**src/rtl/warmboot_sequencer_if.sv**
```systemverilog
// Request/grant and SB_WARMBOOT-facing signals of the warm-boot sequencer.
// The requester side is the master; the sequencer is the slave.
interface warmboot_sequencer_if #(
    parameter int NREQ = 4
);
    logic [NREQ-1:0]   REQ;
    logic [2*NREQ-1:0] REQ_IMAGE;
    logic              ABORT;
    logic [NREQ-1:0]   GNT;
    logic              BUSY;
    logic              ARMED;
    logic              BOOT;
    logic              S1;
    logic              S0;

    modport master (
        output REQ, REQ_IMAGE, ABORT,
        input  GNT, BUSY, ARMED, BOOT, S1, S0
    );

    modport slave (
        input  REQ, REQ_IMAGE, ABORT,
        output GNT, BUSY, ARMED, BOOT, S1, S0
    );
endinterface

```
**src/rtl/warmboot_sequencer.sv**
```systemverilog
// Round-robin owner of the SB_WARMBOOT primitive: latches the winning image select,
// holds it through an abortable arm window, then pulses BOOT.
//
// state | meaning
// IDLE  | waiting for any REQ bit; round-robin pick on the sampling edge
// ARM   | image select latched and held; HOLD_CYCLES long; ABORT returns to IDLE
// FIRE  | BOOT high for BOOT_PULSE cycles; ABORT/REQ ignored
// DONE  | terminal until RST (device reconfigures in hardware)
module warmboot_sequencer #(
    parameter int NREQ        = 4,
    parameter int HOLD_CYCLES = 1024,
    parameter int BOOT_PULSE  = 4
) (
    input  logic                 CLK,
    input  logic                 RST,
    warmboot_sequencer_if.slave  bus
);
    localparam int MAXC = (HOLD_CYCLES > BOOT_PULSE) ? HOLD_CYCLES : BOOT_PULSE;
    localparam int CW   = (MAXC > 1) ? $clog2(MAXC) : 1;
    localparam int PW   = $clog2(NREQ);

    typedef enum logic [1:0] {
        ST_IDLE,
        ST_ARM,
        ST_FIRE,
        ST_DONE
    } state_t;

    state_t          state;
    logic [CW-1:0]   cnt;
    logic [PW-1:0]   ptr;
    logic [NREQ-1:0] gnt_q;
    logic            busy_q;
    logic            armed_q;
    logic            boot_q;
    logic            s1_q;
    logic            s0_q;

    logic            win_valid;
    logic [PW-1:0]   win;
    logic [1:0]      win_image;

    // Descending scan so the smallest offset from ptr is the last (winning) assignment.
    always_comb begin
        win_valid = 1'b0;
        win       = '0;
        for (int i = NREQ; i >= 1; i--) begin
            automatic int idx;
            idx = (int'(ptr) + i) % NREQ;
            if (bus.REQ[idx[PW-1:0]]) begin
                win_valid = 1'b1;
                win       = idx[PW-1:0];
            end
        end
    end

    assign win_image = bus.REQ_IMAGE[{win, 1'b0} +: 2];

    always_ff @(posedge CLK) begin
        if (RST) begin
            state   <= ST_IDLE;
            cnt     <= '0;
            ptr     <= PW'(NREQ - 1);
            gnt_q   <= '0;
            busy_q  <= 1'b0;
            armed_q <= 1'b0;
            boot_q  <= 1'b0;
            s1_q    <= 1'b0;
            s0_q    <= 1'b0;
        end else begin
            gnt_q <= '0;
            case (state)
                ST_IDLE: begin
                    if (win_valid) begin
                        state        <= ST_ARM;
                        gnt_q        <= {{(NREQ-1){1'b0}}, 1'b1} << win;
                        ptr          <= win;
                        {s1_q, s0_q} <= win_image;
                        cnt          <= CW'(HOLD_CYCLES - 1);
                        busy_q       <= 1'b1;
                        armed_q      <= 1'b1;
                    end
                end
                ST_ARM: begin
                    // Abort takes priority over the terminal count.
                    if (bus.ABORT) begin
                        state   <= ST_IDLE;
                        busy_q  <= 1'b0;
                        armed_q <= 1'b0;
                    end else if (cnt == '0) begin
                        state   <= ST_FIRE;
                        cnt     <= CW'(BOOT_PULSE - 1);
                        armed_q <= 1'b0;
                        boot_q  <= 1'b1;
                    end else begin
                        cnt <= cnt - CW'(1);
                    end
                end
                ST_FIRE: begin
                    if (cnt == '0) begin
                        state  <= ST_DONE;
                        boot_q <= 1'b0;
                    end else begin
                        cnt <= cnt - CW'(1);
                    end
                end
                ST_DONE: begin
                    state <= ST_DONE;
                end
                default: begin
                    state <= ST_IDLE;
                end
            endcase
        end
    end

    assign bus.GNT   = gnt_q;
    assign bus.BUSY  = busy_q;
    assign bus.ARMED = armed_q;
    assign bus.BOOT  = boot_q;
    assign bus.S1    = s1_q;
    assign bus.S0    = s0_q;
endmodule
```
**src/flat_wrapper.sv**
```systemverilog
// flat-port wrapper written by rule: the top's interface ports become plain ports
module warmboot_sequencer_flat 
#(
    parameter int NREQ        = 4,
    parameter int HOLD_CYCLES = 1024,
    parameter int BOOT_PULSE  = 4
)
  (CLK, RST, bus_REQ, bus_REQ_IMAGE, bus_ABORT, bus_GNT, bus_BUSY, bus_ARMED, bus_BOOT, bus_S1, bus_S0);
  warmboot_sequencer_if #(.NREQ(NREQ)) bus_i ();
  input  logic CLK;
  input  logic RST;
  input wire logic [$bits(bus_i.REQ)-1:0] bus_REQ;
  input wire logic [$bits(bus_i.REQ_IMAGE)-1:0] bus_REQ_IMAGE;
  input wire logic [$bits(bus_i.ABORT)-1:0] bus_ABORT;
  output wire logic [$bits(bus_i.GNT)-1:0] bus_GNT;
  output wire logic [$bits(bus_i.BUSY)-1:0] bus_BUSY;
  output wire logic [$bits(bus_i.ARMED)-1:0] bus_ARMED;
  output wire logic [$bits(bus_i.BOOT)-1:0] bus_BOOT;
  output wire logic [$bits(bus_i.S1)-1:0] bus_S1;
  output wire logic [$bits(bus_i.S0)-1:0] bus_S0;
  assign bus_i.REQ = bus_REQ;
  assign bus_i.REQ_IMAGE = bus_REQ_IMAGE;
  assign bus_i.ABORT = bus_ABORT;
  assign bus_GNT = bus_i.GNT;
  assign bus_BUSY = bus_i.BUSY;
  assign bus_ARMED = bus_i.ARMED;
  assign bus_BOOT = bus_i.BOOT;
  assign bus_S1 = bus_i.S1;
  assign bus_S0 = bus_i.S0;
  warmboot_sequencer #(.NREQ(NREQ), .HOLD_CYCLES(HOLD_CYCLES), .BOOT_PULSE(BOOT_PULSE)) u_core (.CLK(CLK), .RST(RST), .bus(bus_i));
endmodule
```
**config.mk**
```make
export PLATFORM = sky130hd
export DESIGN_NAME = warmboot_sequencer_flat
export DESIGN_NICKNAME = d
export VERILOG_FILES = /design/src/rtl/warmboot_sequencer_if.sv /design/src/rtl/warmboot_sequencer.sv /design/src/flat_wrapper.sv
export SDC_FILE = /design/constraint.sdc
export NUM_CORES = 1
export LEC_CHECK = 0
export BUFFER_PORTS_ARGS = -buffer_cell sky130_fd_sc_hd__clkbuf_2
export CAP_MARGIN = 25
export CORE_ASPECT_RATIO = 0.5
export CORE_UTILIZATION = 45
export CTS_BUF_LIST = sky130_fd_sc_hd__clkbuf_2 sky130_fd_sc_hd__clkbuf_4 sky130_fd_sc_hd__clkbuf_8
export CTS_CLUSTER_DIAMETER = 50
export DETAILED_ROUTE_END_ITERATION = 8
export PLACE_DENSITY = 0.71
export SYNTH_ARGS = -nofsm -noshare
export SYNTH_HDL_FRONTEND = slang
export SYNTH_SLANG_ARGS = --single-unit
```
**constraint.sdc**
```tcl
create_clock -name CLK -period 1.9 [get_ports CLK]
set_clock_uncertainty 0.05 [all_clocks]
set_input_delay 0.095 -clock CLK [delete_from_list [all_inputs] [get_ports CLK]]
set_output_delay 0.095 -clock CLK [all_outputs]
set_load 0.01 [all_outputs]
```
==> results.cfg <==
[synthesis]
ys_seq_area_share_pct = 33.9
syn-num-nets = 190
synth_edf_count = 0
synth_ff_type = dfxtp_1
syn-cell-area_mm2 = 0.00136
yosysTopAreaCellShare_pct = 33.9
synthTopCellsByArea = dfxtp_1, ha_1, a21oi_1
syn_inst = 167
yosysMostFrequentCell = dfxtp_1
avgSynthCellArea_um2 = 8.13
ys_async_sr_fraction_pct = 0
yosysWarnings = 0
synth_cell_types = 40
synth_top_cell_by_area = dfxtp_1
ys_seq_elements = 23
yosys-top-cells-count = dfxtp_1, nor2_1, a21oi_1, o21ai_0, nand2_1

[pwr]
p_leak_nw = 0.750
p_sw_mw = 0.586
irDropWorstVdd_uv = 373
pwr-share-comb_pct = 39.1
power_per_cell_area_mw_per_mm2 = 909
p_seq_share_pct = 41.4
power.internal_mw = 1.00
p_clk_share_pct = 19.5
power.total_mw = 1.59
p_sw_share_pct = 36.9

[detailed_routing]
drc = 0
dr_total_vias = 1360
drt_iter0_markers = 139
drt-pass1-iter-count = 4
drt-vias-per-instance = 5.60
wl_per_cell_um = 13.6
wirelength_um = 3310
antenna_left = 0

[timing]
tightest_slew_ns = 0.465
finalCritPeriodShare_pct = 98.6
rsz0062_at_grt = yes
setup_viol = 0
finalCriticalPeriod_ns = 1.87
finalMaxSlewViolations = 0
hold_viol = 0
slew_headroom_pct = 68.8
timing.fmax_mhz = 534
setup_ws_ns = 0.0257

[grt]
antenna_found_initial = 0
grtUsageTotal_pct = 19.8
grt_pass1_vias = 1033
grt_max_degree = 16
grt_overflow = 0
grt_pass1_wl_um = 4750

[die]
coreArea_mm2 = 0.00273
die_area_mm2 = 0.00325
start_util_pct = 49.7
design.portCount = 24
dieHeight_um = 40.8
die_w_um = 79.7
rows = 13

[clock_network]
numCtsBuffers = 3
numClockSinks = 23
hold_buffers = 0
cts_htree_levels = 1
clk_pin_slew_ns = 0.08
clock_latency_ns = 0.27
root_buffer = clkbuf_8
clock_path_buffers = 2
cts_tree = done

[flow_run]
maxCapViolCount = 0

[placed_design]
gp_congestion = 0.849
pre_cts_ws_ns = -0.0328
dp.cells = 237
port_buffers = 23
hpwlAfterDp_um = 2390

[finish]
final_nets = 230
antenna_cells = 0
fin_cells = 243
area.growth.synth_to_final_pct = 28.7
drive_above_1_share_pct = 30.6

[setup_path]
worstPathArrival_ns = 2.02
cp.required_ns = 2.05
crit_path_end_kind = register
cp-start-kind = register
cp_max_fo = 5
crit_type = reg2reg

[outcome]
status = complete, no violations

[hold_path]
min_path_type = in2reg
critical path, stage by stage, from the launching register on:
cell     delay, ns
dfxtp_1       0.33
inv_1         0.09
ha_2          0.20
nor3b_4       0.28
and3_4        0.28
o21ai_2       0.08
or3_1         0.36
a21oi_2       0.13
cell families (layout without fill, tap and decap cells):
group	count (synthesis)	in the layout	share of synthesized area, %
AND/OR/NAND/NOR	59	59	22.5
flip-flops	23	23	33.9
buffers and inverters	14	52	4.06
adder cells (fa/ha/maj)	8	8	7.37
multiplexers	6	6	4.42
AO/OA/AOI/OAI	57	58	27.7
worst paths after layout:
| path | startpoint | to | slack, ns | cells after the start |
|---|---|---|---|---|
| max | u_core.cnt[0]$_SDFFE_PP0P_ | u_core.state[1]$_SDFFE_PP0P_ | 0.03 | 7 |
| min | bus_REQ_IMAGE[5] | u_core.bus.S1$_SDFFE_PP0N_ | 0.09 | 3 |
| max reg2reg | u_core.cnt[0]$_SDFFE_PP0P_ | u_core.state[1]$_SDFFE_PP0P_ | 0.03 | 7 |
| min reg2reg | u_core.bus.BOOT$_SDFFE_PP0P_ | u_core.bus.BOOT$_SDFFE_PP0P_ | 0.46 | 2 |
registers in the layout, summed over array words and instances, names as in the netlist:
| signal | cells |
|---|---|
| u_core.state | 2 |
| u_core.bus.BOOT | 1 |
| u_core.cnt | 10 |
| u_core.bus.S0 | 1 |
| u_core.ptr | 2 |
| u_core.bus.ARMED | 1 |
| u_core.bus.BUSY | 1 |
| u_core.bus.S1 | 1 |
| u_core.bus.GNT | 4 |
placed cells by master (no fill, tap or decap), types with 2 or more instances in the layout:
cell	n
o41ai_1	2
clkbuf_8	3
o211ai_1	2
o21ai_0	16
ha_4	2
nand2b_1	5
clkbuf_2	23
mux2i_1	6
a32o_1	2
nand3_1	4
ha_2	2
nor2b_1	3
nand2_1	14
ha_1	4
inv_1	8
a21oi_1	17
nor4_1	3
nor3_1	4
nor2_1	18
o31a_1	2
dfxtp_4	2
buf_4	17
dfxtp_1	21
o21ai_2	2
o221ai_1	2
per-layer routing:
metal | vias to the layer above | wire length, um | track usage, %
li1 | 694 | - | -
met1 | 594 | 1650 | 26.9
met2 | 70 | 1390 | 33.5
met3 | 2 | 263 | 4.67
met4 | 0 | 4 | 2.73
met5 | - | 0 | 0
power by group through the flow:
| stage | registers [mW] | clock network [mW] | logic (mW) |
|---|---|---|---|
| 2_1_floorplan | 0.659 | 0 | 0.367 |
| 3_3_place_gp | 0.656 | 0 | 0.570 |
| 3_5_place_dp | 0.658 | 0 | 0.573 |
| 4_1_cts | 0.650 | 0.319 | 0.582 |
| 5_1_grt | 0.667 | 0.331 | 0.682 |
| 6_report | 0.657 | 0.310 | 0.620 |
final cells by class:
class	instances	area, um2
Tap cell	37	46.3
Fill cell	235	986
Clock inverter	1	5.00
Inverter	8	30.0
Sequential cell	23	468
Multi-Input combinational cell	131	913
Timing Repair Buffer	40	243
Clock buffer	3	41.3
metrics by stage:
step | TNS (ns) | utilization, % | cell area [um2] | hold WS, ns
4_1_cts | 0 | 61.7 | 1690 | 0.0951
5_1_grt | -0.106 | 63.9 | 1750 | 0.111
3_3_place_gp | -0.0220 | 59.6 | 1630 | 0.351
6_report | 0 | 63.9 | 1750 | 0.0897
3_5_place_dp | -0.0624 | 59.6 | 1630 | 0.372
2_1_floorplan | 0 | - | 1370 | 0.118
repair_timing:
item	CTS	global route
pin swaps	0	4
buffers inserted	0	1
cloned	0	1
resized for setup	3	10
setup endpoints to repair	2	12
endpoints found under the hold margin	0	0
Note: power is estimated with default switching activity, not from simulation.
